<file path="config.mk">
export PLATFORM = sky130hd
export DESIGN_NAME = dev_axil_bridge_flat
export DESIGN_NICKNAME = d
export VERILOG_FILES = /design/src/rtl/mem_pkg.sv /design/src/rtl/dev_axil_bridge_if.sv /design/src/rtl/dev_rd_align.sv /design/src/rtl/dev_axil_bridge.sv /design/src/flat_wrapper.sv
export SDC_FILE = /design/constraint.sdc
export NUM_CORES = 1
export LEC_CHECK = 0
export CORE_AREA = 3 3 189 191
export CTS_BUF_LIST = sky130_fd_sc_hd__clkbuf_8
export CTS_CLUSTER_SIZE = 24
export DETAILED_ROUTE_END_ITERATION = 10
export DIE_AREA = 0 0 192 194
export PLACE_DENSITY = 0.64
export SYNTH_ARGS = -nofsm -noshare
export SYNTH_HDL_FRONTEND = slang
export SYNTH_SLANG_ARGS = --single-unit
</file>
<file path="constraint.sdc">
create_clock -name clk -period 10.8 [get_ports clk]
set_clock_uncertainty 0.05 [all_clocks]
set_input_delay 1.08 -clock clk [delete_from_list [all_inputs] [get_ports clk]]
set_output_delay 1.08 -clock clk [all_outputs]
set_load 0.05 [all_outputs]
</file>
<file path="src/rtl/mem_pkg.sv">
// rtl/mem_pkg.sv - shared memory-stage types: device bridge states, AXI responses, cacheable window
package mem_pkg;

  typedef enum logic [2:0] {
    IDLE,
    RD_ADDR,
    RD_DATA,
    WR_REQ,
    WR_RESP,
    DONE
  } axil_state_e;

  localparam logic [1:0] OKAY   = 2'b00;
  localparam logic [1:0] SLVERR = 2'b10;
  localparam logic [1:0] DECERR = 2'b11;

  localparam logic [31:0] CACHE_BASE  = 32'h8000_0000;
  localparam logic [31:0] CACHE_LIMIT = 32'h87FF_FFFF;

  // Anything outside this window is routed to the uncached device bridge.
  function automatic logic is_cacheable(input logic [31:0] addr);
    return (addr >= CACHE_BASE) && (addr <= CACHE_LIMIT);
  endfunction

endpackage

</file>
<file path="src/rtl/dev_axil_bridge_if.sv">
// rtl/dev_axil_bridge_if.sv - AXI4-Lite bus between the device bridge (master) and a device (slave)
interface dev_axil_bridge_if;

  logic [31:0] araddr;
  logic        arvalid;
  logic        arready;
  logic [63:0] rdata;
  logic [1:0]  rresp;
  logic        rvalid;
  logic        rready;
  logic [31:0] awaddr;
  logic        awvalid;
  logic        awready;
  logic [63:0] wdata;
  logic [7:0]  wstrb;
  logic        wvalid;
  logic        wready;
  logic [1:0]  bresp;
  logic        bvalid;
  logic        bready;

  modport master (
    output araddr, arvalid, rready, awaddr, awvalid, wdata, wstrb, wvalid, bready,
    input  arready, rdata, rresp, rvalid, awready, wready, bresp, bvalid
  );

  modport slave (
    input  araddr, arvalid, rready, awaddr, awvalid, wdata, wstrb, wvalid, bready,
    output arready, rdata, rresp, rvalid, awready, wready, bresp, bvalid
  );

endinterface

</file>
<file path="src/rtl/dev_rd_align.sv">
// rtl/dev_rd_align.sv - right-aligns a 64-bit read beat by the byte offset of the load address
module dev_rd_align #(
  parameter int DATA_WIDTH = 64
) (
  input  logic [DATA_WIDTH-1:0] data,
  input  logic [2:0]            offset,
  output logic [DATA_WIDTH-1:0] aligned
);

  assign aligned = data >> {offset, 3'b000};

endmodule

</file>
<file path="src/rtl/dev_axil_bridge.sv">
// rtl/dev_axil_bridge.sv - uncached load/store to AXI4-Lite bridge; optional watchdog via DEV_AXIL_TIMEOUT_EN
module dev_axil_bridge
  import mem_pkg::*;
#(
  parameter int ADDR_WIDTH  = 64,
  parameter int DATA_WIDTH  = 64,
  parameter int TIMEOUT_CYC = 255
) (
  input  logic                  clk,
  input  logic                  rst,
  input  logic                  ren,
  input  logic                  wen,
  input  logic [ADDR_WIDTH-1:0] r_raddr,
  input  logic [ADDR_WIDTH-1:0] r_waddr,
  input  logic [DATA_WIDTH-1:0] r_wdata,
  input  logic [7:0]            r_mask,
  input  logic                  inst_update,
  output logic [DATA_WIDTH-1:0] r_rdata,
  output logic                  finish,
  output logic                  resp_err,
  dev_axil_bridge_if.master     axi
);

  axil_state_e state_q, state_d;

  logic [31:0]           raddr_q;
  logic [31:0]           waddr_q;
  logic [DATA_WIDTH-1:0] wdata_q;
  logic [7:0]            mask_q;
  logic                  ren_q;
  logic                  wen_q;
  logic                  aw_done_q;
  logic                  w_done_q;

  logic                  accept;
  logic                  aw_hs;
  logic                  w_hs;
  logic                  rd_fire;
  logic                  b_fire;
  logic                  timeout;
  logic [DATA_WIDTH-1:0] rd_aligned;

  // Only the low 32 address bits reach the device bus.
  logic unused_addr_hi;
  assign unused_addr_hi = ^{r_raddr[ADDR_WIDTH-1:32], r_waddr[ADDR_WIDTH-1:32], ren_q};

  dev_rd_align #(.DATA_WIDTH(DATA_WIDTH)) u_rd_align (
    .data    (axi.rdata),
    .offset  (raddr_q[2:0]),
    .aligned (rd_aligned)
  );

  assign accept  = (state_q == IDLE) && inst_update && (ren || wen);
  assign aw_hs   = axi.awvalid && axi.awready;
  assign w_hs    = axi.wvalid && axi.wready;
  assign rd_fire = (state_q == RD_DATA) && axi.rvalid && !timeout;
  assign b_fire  = (state_q == WR_RESP) && axi.bvalid && !timeout;

`ifdef DEV_AXIL_TIMEOUT_EN
  localparam int CNT_W = $clog2(TIMEOUT_CYC + 1);

  logic [CNT_W-1:0] to_cnt_q;
  logic             busy;

  assign busy    = (state_q != IDLE) && (state_q != DONE);
  assign timeout = busy && (to_cnt_q == CNT_W'(TIMEOUT_CYC - 1));

  always_ff @(posedge clk or posedge rst) begin
    if (rst) begin
      to_cnt_q <= '0;
    end else if (!busy || (state_d != state_q)) begin
      to_cnt_q <= '0;
    end else begin
      to_cnt_q <= to_cnt_q + 1'b1;
    end
  end
`else
  assign timeout = (TIMEOUT_CYC < 0);
`endif

  always_comb begin
    state_d     = state_q;
    axi.arvalid = 1'b0;
    axi.rready  = 1'b0;
    axi.awvalid = 1'b0;
    axi.wvalid  = 1'b0;
    axi.bready  = 1'b0;
    finish      = 1'b0;
    axi.araddr  = raddr_q;
    axi.awaddr  = waddr_q;
    axi.wdata   = wdata_q;
    axi.wstrb   = mask_q;

    unique case (state_q)
      IDLE: begin
        if (accept) state_d = ren ? RD_ADDR : WR_REQ;
      end
      RD_ADDR: begin
        axi.arvalid = 1'b1;
        if (axi.arready) state_d = RD_DATA;
      end
      RD_DATA: begin
        axi.rready = 1'b1;
        if (axi.rvalid) state_d = wen_q ? WR_REQ : DONE;
      end
      WR_REQ: begin
        // AW and W retire independently; the state moves on once both have.
        axi.awvalid = !aw_done_q;
        axi.wvalid  = !w_done_q;
        if ((aw_done_q || aw_hs) && (w_done_q || w_hs)) state_d = WR_RESP;
      end
      WR_RESP: begin
        axi.bready = 1'b1;
        if (axi.bvalid) state_d = DONE;
      end
      DONE: begin
        finish  = 1'b1;
        state_d = IDLE;
      end
      default: state_d = IDLE;
    endcase

    if (timeout) state_d = DONE;
  end

  always_ff @(posedge clk or posedge rst) begin
    if (rst) begin
      state_q   <= IDLE;
      raddr_q   <= '0;
      waddr_q   <= '0;
      wdata_q   <= '0;
      mask_q    <= '0;
      ren_q     <= 1'b0;
      wen_q     <= 1'b0;
      aw_done_q <= 1'b0;
      w_done_q  <= 1'b0;
      r_rdata   <= '0;
      resp_err  <= 1'b0;
    end else begin
      state_q <= state_d;

      if (accept) begin
        raddr_q  <= r_raddr[31:0];
        waddr_q  <= r_waddr[31:0];
        wdata_q  <= r_wdata;
        mask_q   <= r_mask;
        ren_q    <= ren;
        wen_q    <= wen;
        resp_err <= 1'b0;
      end

      if (state_q != WR_REQ) begin
        aw_done_q <= 1'b0;
        w_done_q  <= 1'b0;
      end else begin
        if (aw_hs) aw_done_q <= 1'b1;
        if (w_hs)  w_done_q  <= 1'b1;
      end

      if (rd_fire) begin
        r_rdata <= rd_aligned;
        if (axi.rresp != OKAY) resp_err <= 1'b1;
      end

      if (b_fire && (axi.bresp != OKAY)) resp_err <= 1'b1;

      if (timeout) begin
        resp_err <= 1'b1;
        r_rdata  <= '0;
      end
    end
  end

endmodule

</file>
<file path="src/flat_wrapper.sv">
// flat-port wrapper written by rule: the top's interface ports become plain ports
module dev_axil_bridge_flat import mem_pkg::*;
#(
  parameter int ADDR_WIDTH  = 64,
  parameter int DATA_WIDTH  = 64,
  parameter int TIMEOUT_CYC = 255
)
  (clk, rst, ren, wen, r_raddr, r_waddr, r_wdata, r_mask, inst_update, r_rdata, finish, resp_err, axi_araddr, axi_arvalid, axi_rready, axi_awaddr, axi_awvalid, axi_wdata, axi_wstrb, axi_wvalid, axi_bready, axi_arready, axi_rdata, axi_rresp, axi_rvalid, axi_awready, axi_wready, axi_bresp, axi_bvalid);
  dev_axil_bridge_if axi_i ();
  input  logic clk;
  input  logic rst;
  input  logic ren;
  input  logic wen;
  input  logic [ADDR_WIDTH-1:0] r_raddr;
  input  logic [ADDR_WIDTH-1:0] r_waddr;
  input  logic [DATA_WIDTH-1:0] r_wdata;
  input  logic [7:0] r_mask;
  input  logic inst_update;
  output logic [DATA_WIDTH-1:0] r_rdata;
  output logic finish;
  output logic resp_err;
  output wire logic [$bits(axi_i.araddr)-1:0] axi_araddr;
  output wire logic [$bits(axi_i.arvalid)-1:0] axi_arvalid;
  output wire logic [$bits(axi_i.rready)-1:0] axi_rready;
  output wire logic [$bits(axi_i.awaddr)-1:0] axi_awaddr;
  output wire logic [$bits(axi_i.awvalid)-1:0] axi_awvalid;
  output wire logic [$bits(axi_i.wdata)-1:0] axi_wdata;
  output wire logic [$bits(axi_i.wstrb)-1:0] axi_wstrb;
  output wire logic [$bits(axi_i.wvalid)-1:0] axi_wvalid;
  output wire logic [$bits(axi_i.bready)-1:0] axi_bready;
  input wire logic [$bits(axi_i.arready)-1:0] axi_arready;
  input wire logic [$bits(axi_i.rdata)-1:0] axi_rdata;
  input wire logic [$bits(axi_i.rresp)-1:0] axi_rresp;
  input wire logic [$bits(axi_i.rvalid)-1:0] axi_rvalid;
  input wire logic [$bits(axi_i.awready)-1:0] axi_awready;
  input wire logic [$bits(axi_i.wready)-1:0] axi_wready;
  input wire logic [$bits(axi_i.bresp)-1:0] axi_bresp;
  input wire logic [$bits(axi_i.bvalid)-1:0] axi_bvalid;
  assign axi_araddr = axi_i.araddr;
  assign axi_arvalid = axi_i.arvalid;
  assign axi_rready = axi_i.rready;
  assign axi_awaddr = axi_i.awaddr;
  assign axi_awvalid = axi_i.awvalid;
  assign axi_wdata = axi_i.wdata;
  assign axi_wstrb = axi_i.wstrb;
  assign axi_wvalid = axi_i.wvalid;
  assign axi_bready = axi_i.bready;
  assign axi_i.arready = axi_arready;
  assign axi_i.rdata = axi_rdata;
  assign axi_i.rresp = axi_rresp;
  assign axi_i.rvalid = axi_rvalid;
  assign axi_i.awready = axi_awready;
  assign axi_i.wready = axi_wready;
  assign axi_i.bresp = axi_bresp;
  assign axi_i.bvalid = axi_bvalid;
  dev_axil_bridge #(.ADDR_WIDTH(ADDR_WIDTH), .DATA_WIDTH(DATA_WIDTH), .TIMEOUT_CYC(TIMEOUT_CYC)) u_core (.clk(clk), .rst(rst), .ren(ren), .wen(wen), .r_raddr(r_raddr), .r_waddr(r_waddr), .r_wdata(r_wdata), .r_mask(r_mask), .inst_update(inst_update), .r_rdata(r_rdata), .finish(finish), .resp_err(resp_err), .axi(axi_i));
endmodule
</file>
After elaboration in Yosys (flattened, before gate mapping)
Index checks and enable logic that the tools add are counted.
- shift operators: 1
- eq/ne operators: 11
- $lt $le $gt $ge: 0
- bitwise logic cells: 0
- multipliers: 0
- divide/modulo/power cells: 0
- add/subtract/negate cells: 0
- reductions and logical operators: 19
- muxes and demuxes: 22
- operators with widths (kind ; count):
    64-bit by 6-bit right shift with 64-bit output ; 1
    3-bit 2-to-1 mux ; 6
    3-bit one-hot mux with 5 select lines ; 1
    1-bit 2-to-1 mux ; 14
    1-bit logical AND ; 8
    2-bit nonzero test ; 4
    3-bit by 2-bit == test with 1-bit output (second input constant) ; 2
    3-bit == test (second input constant) ; 2
    2-bit inequality test (second input constant) ; 3
    5-bit AND reduction ; 1
    2-bit by 1-bit inequality test with 1-bit output (second input constant) ; 2
    3-bit by 1-bit == test with 1-bit output (second input constant) ; 1
    3-bit zero test ; 1
    1-bit logical OR ; 3
    3-bit by 2-bit inequality test with 1-bit output (second input constant) ; 1
    1-bit zero test ; 2
    2-bit 2-to-1 mux ; 1
- memories: 0
- bits in read-only memories: 0
- output and inout bits: 207
- word-level logic and storage cells: 63
- input port bits: 278
- bits in latches: 0
- register bits: 207
- RAM bits: 0

Depth between registers and ports, before layout
- depth in word-level cells: 7
- gate-level depth with buffers: 7
- mapped depth without buffers: 4

Hierarchy
From an unflattened synthesis, not the netlist that was laid out.
- cells, all modules: 707
- area total of the unflattened synthesis: 9854.5 um^2
- by module, submodules not included (module ; times used ; area an instance (um^2) ; sequential area each (um^2) ; cells an instance):
    dev_axil_bridge ; 1 ; 8221.6 ; 5180.0 ; 473
    dev_rd_align ; 1 ; 1632.8 ; 0.0 ; 234

Least setup slack after synthesis
Ideal clock, no wire load.
- path type: register -> output
- start: register u_core.state_q[0]
- end: output port axi_bready
- path slack: 7.801 ns
- stages on the path, launching flop included: 3
- buffers on the path: 1
- arrival: 1.869 ns
- data required time: 9.670 ns
- cell sequence: dfrtp_1 -> buf_2 -> nor3_1
- word-level cells in the longest chain between the ends: 2
- ends and longest elaborated chain (what ; line ; text):
    start, declared ; dev_axil_bridge.sv:24 ; axil_state_e state_q, state_d;
    start signal, assigned ; dev_axil_bridge.sv:140 ; state_q <= state_d;
    3-bit == test ; dev_axil_bridge.sv:94 ; unique case (state_q)
    1-bit 2-to-1 mux ; dev_axil_bridge.sv:94 ;
    end, declared ; flat_wrapper.sv:30 ; output wire logic [$bits(axi_i.bready)-1:0] axi_bready;
No other way between the ends.

Final worst setup path
- start: register u_core.state_q[0]
- end: output port finish
- word-level cells in the longest chain between the ends: 2
- ends and longest elaborated chain (what ; line ; text):
    3-bit == test ; dev_axil_bridge.sv:94 ;
    1-bit 2-to-1 mux ; dev_axil_bridge.sv:94 ;
    end, declared ; flat_wrapper.sv:20 ; output logic finish;
No other way between the ends.

==> flow_summary.ini <==
[synthesis]
synth_area_um2 = 9580
yosys.area.top_type = dfrtp_1
synth.avg_cell_area_um2 = 13.4
synth_fp_nets = 992
synth-edff-count = 0
synth_top_area_share_pct = 54.1
asyncSetResetFlopFracSynth_pct = 100
yosys_warnings = 0
ys_seq_area_share_pct = 54.1
synth.distinct_cells = 38
ys.flop_type = dfrtp_1
synthCells = 714
synth.area.top_cells = dfrtp_1 (54%), mux2_2 (16%), mux4_2 (5.6%), mux2i_1 (5.0%), a22o_1 (2.2%)
ys_ff_latch = 207

[worst_setup_path]
data_arrival_critical_path_ns = 2.51
timing.setup.critical_path_class = register to primary output
setup.worst_path.end_class = primary output
critPathMaxFanout = 14
timing.rr.end = u_core.axi.araddr[8]
rr_worst_depth = 4
r2r_slack_ns = 7.72
critPathLaunchType = register
rr_startpoint = u_core.state_q[0]
crit_required_ns = 9.67

[pwr]
finalPower_mw = 5.50
leakage_nw = 6.10
max-vdd-ir-drop_uv = 210
pwr_density_cell_nw_per_um2 = 371

[route]
detailroute.via_count = 7532
drt_first_pass_iters = 7
route.detailed.wl_per_inst_um = 19.5
detail_route.wirelength_um = 31400
postRouteAntennaNets = 0
drc = 0
detail_route.iter0.violations = 358
via_per_inst = 4.68

[final_layout]
final_area_um2 = 14800
multi_input_area_um2 = 3990
number_of_fill_cells = 3189
num-nets-final = 1407
n_antenna_cell = 0
final-seq-area_um2 = 5190
syn_to_final_growth_pct = 55.0
finish.utilization_pct = 43.3
layoutNonFillerInstCount = 1610
drive_gt1_share_pct = 20.9

[floorplan]
die_width_um = 192
start_util_pct = 27.9
number_of_cell_rows = 68
die_area_um2 = 37200
boundaryPins = 485
design.core.area_um2 = 34300
dieHeight_um = 194

[sta]
min_period_ns = 3.64
grt_setup_unrepaired = no
final_critical_path_setup_slack_ns = 7.16
worst_slew_pin_slew_ns = 1.12
maxClockFrequency_mhz = 275
worst_slew_margin_rel_pct = 25.3
final_cycle_share_pct = 33.7
final_hold_viol_count = 0
fin_worst_hold_slack_ns = 0.427
finalSetupViolCount = 0
setup_tns_ns = 0
final_max_slew_viol_count = 0

[place]
io_buffer_count = 420
dp.cells = 1543
hpwlAfterDp_um = 22500
place.gp.congestion = 0.827
total_cell_area_at_the_placement_stage_um2 = 14000
place_ws_ns = 6.65

[clock_tree]
post_cts.repair.setup_buffers = 0
cts-hold-fix-buffers = 0
clkLatencyLatePin_ns = 0.54
cts-root-to-sink-buffers = 3
ctsResizeCount = 0
clockRootBuffer = clkbuf_8
clk_transition_reported_paths_ns = 0.06
tritoncts = yes
htree_num_levels = 2
cts-buffers-inserted = 39
cts.sinks = 207

[global_route]
gr_overflow_total = 0
grt_first_pass_wirelength_um = 46600
grt.total_usage_pct = 16.1
grt_antenna_before_repair = 0
pin_count_of_the_biggest_net_entering_global_routing = 137
via_count_of_the_first_global_routing_pass = 7739

[job]
drv_cap = 0

[worst_hold_path]
worstHoldStart = u_core.r_rdata[50]
min-delay-path-class = register to register
worst_hold_path.num_cells = 2
min_to = u_core.r_rdata[50]

[run_status]
result_of_the_run = completed
==> synthesized netlist by cell type, drive strengths merged, types with 2 or more instances <==
| cell | count |
|---|---|
| nor2 | 39 |
| clkbuf | 6 |
| nand3b | 8 |
| o211ai | 9 |
| nand2 | 42 |
| a211o | 9 |
| mux2i | 48 |
| nand3 | 17 |
| a211oi | 8 |
| a22o | 24 |
| inv | 3 |
| nand2b | 2 |
| o21ai | 35 |
| mux2 | 137 |
| a21oi | 24 |
| mux4 | 24 |
| nor2b | 10 |
| dfrtp | 207 |
| buf | 48 |
| nor3b | 2 |
==> worst max-delay path, stage by stage, from the launching register on <==
cell and delay, ns:
dfrtp_1 0.65, or2b_2 0.37, nor2_1 0.11, clkdlybuf4s50_1 0.83
==> routing by layer <==
metal	up-vias	part of all wire (%)	GRT usage, %
met3	58	12	6.87
met4	0	3.0	5.59
met2	357	47	26.1
li1	3447	-	-
met5	-	0	0
met1	3670	39	19.3
==> placed cells by master, fill, tap and decap left out, types with 2 or more instances in the layout <==
cell type / count
a211o_1: 9
a211oi_1: 8
a21oi_1: 24
a22o_1: 24
buf_4: 8
clkbuf_8: 53
clkdlybuf4s50_1: 420
clkinv_2: 3
dfrtp_1: 204
dfrtp_4: 2
inv_1: 12
mux2_2: 137
mux2i_1: 48
mux4_2: 24
nand2_1: 42
nand3_1: 17
nand3b_1: 8
nor2_1: 37
nor2b_1: 10
o211ai_1: 9
o21ai_0: 35
==> report_power, final <==
group	internal [mW]	switching [mW]
clock network	0.457	0.338
logic	1.23	2.07
registers	1.16	0.254
total	2.85	2.66
==> worst max-delay path by stage <==
stage | start | to | slack [ns] | cells after the start
after floorplan | rst | u_core.aw_done_q | 4.02 | 1
after global placement | ren | u_core.axi.wdata[6] | 6.63 | 6
after detailed placement | ren | u_core.axi.araddr[8] | 6.65 | 6
after CTS | u_core.state_q[1] | axi_bready | 7.09 | 2
after global routing | u_core.state_q[1] | axi_bready | 7.01 | 2
final | u_core.state_q[0] | finish | 7.16 | 3
==> kinds of logic (layout without fill, tap and decap cells) <==
kind of cell           count (synthesis)  in the layout  share of synthesized area (%)
multiplexers                         209            209                           26.8
flip-flops                           207            207                           54.1
AND/OR/NAND/NOR                      126            126                           6.85
AO/OA/AOI/OAI                        115            115                           8.06
buffers and inverters                 57            498                           4.25
==> final cells by class <==
cell class	instances	share of cell area (%)
sequential	207	34.9
timing repair buffer	428	28.7
multi-input combinational	450	26.9
clock buffer	53	4.91
tap	455	3.83
clock inverter	14	0.556
inverter	3	0.126
==> flip-flops by register name, summed over array words and instances (netlist names) <==
| name | count |
|---|---|
| u_core.axi.wdata | 64 |
| u_core.r_rdata | 64 |
| u_core.axi.araddr | 32 |
| u_core.axi.awaddr | 32 |
| u_core.axi.wstrb | 8 |
| u_core.state_q | 3 |
| u_core.aw_done_q | 1 |
| u_core.resp_err | 1 |
| u_core.w_done_q | 1 |
| u_core.wen_q | 1 |
No activity file was read; power rests on OpenSTA's default activity.
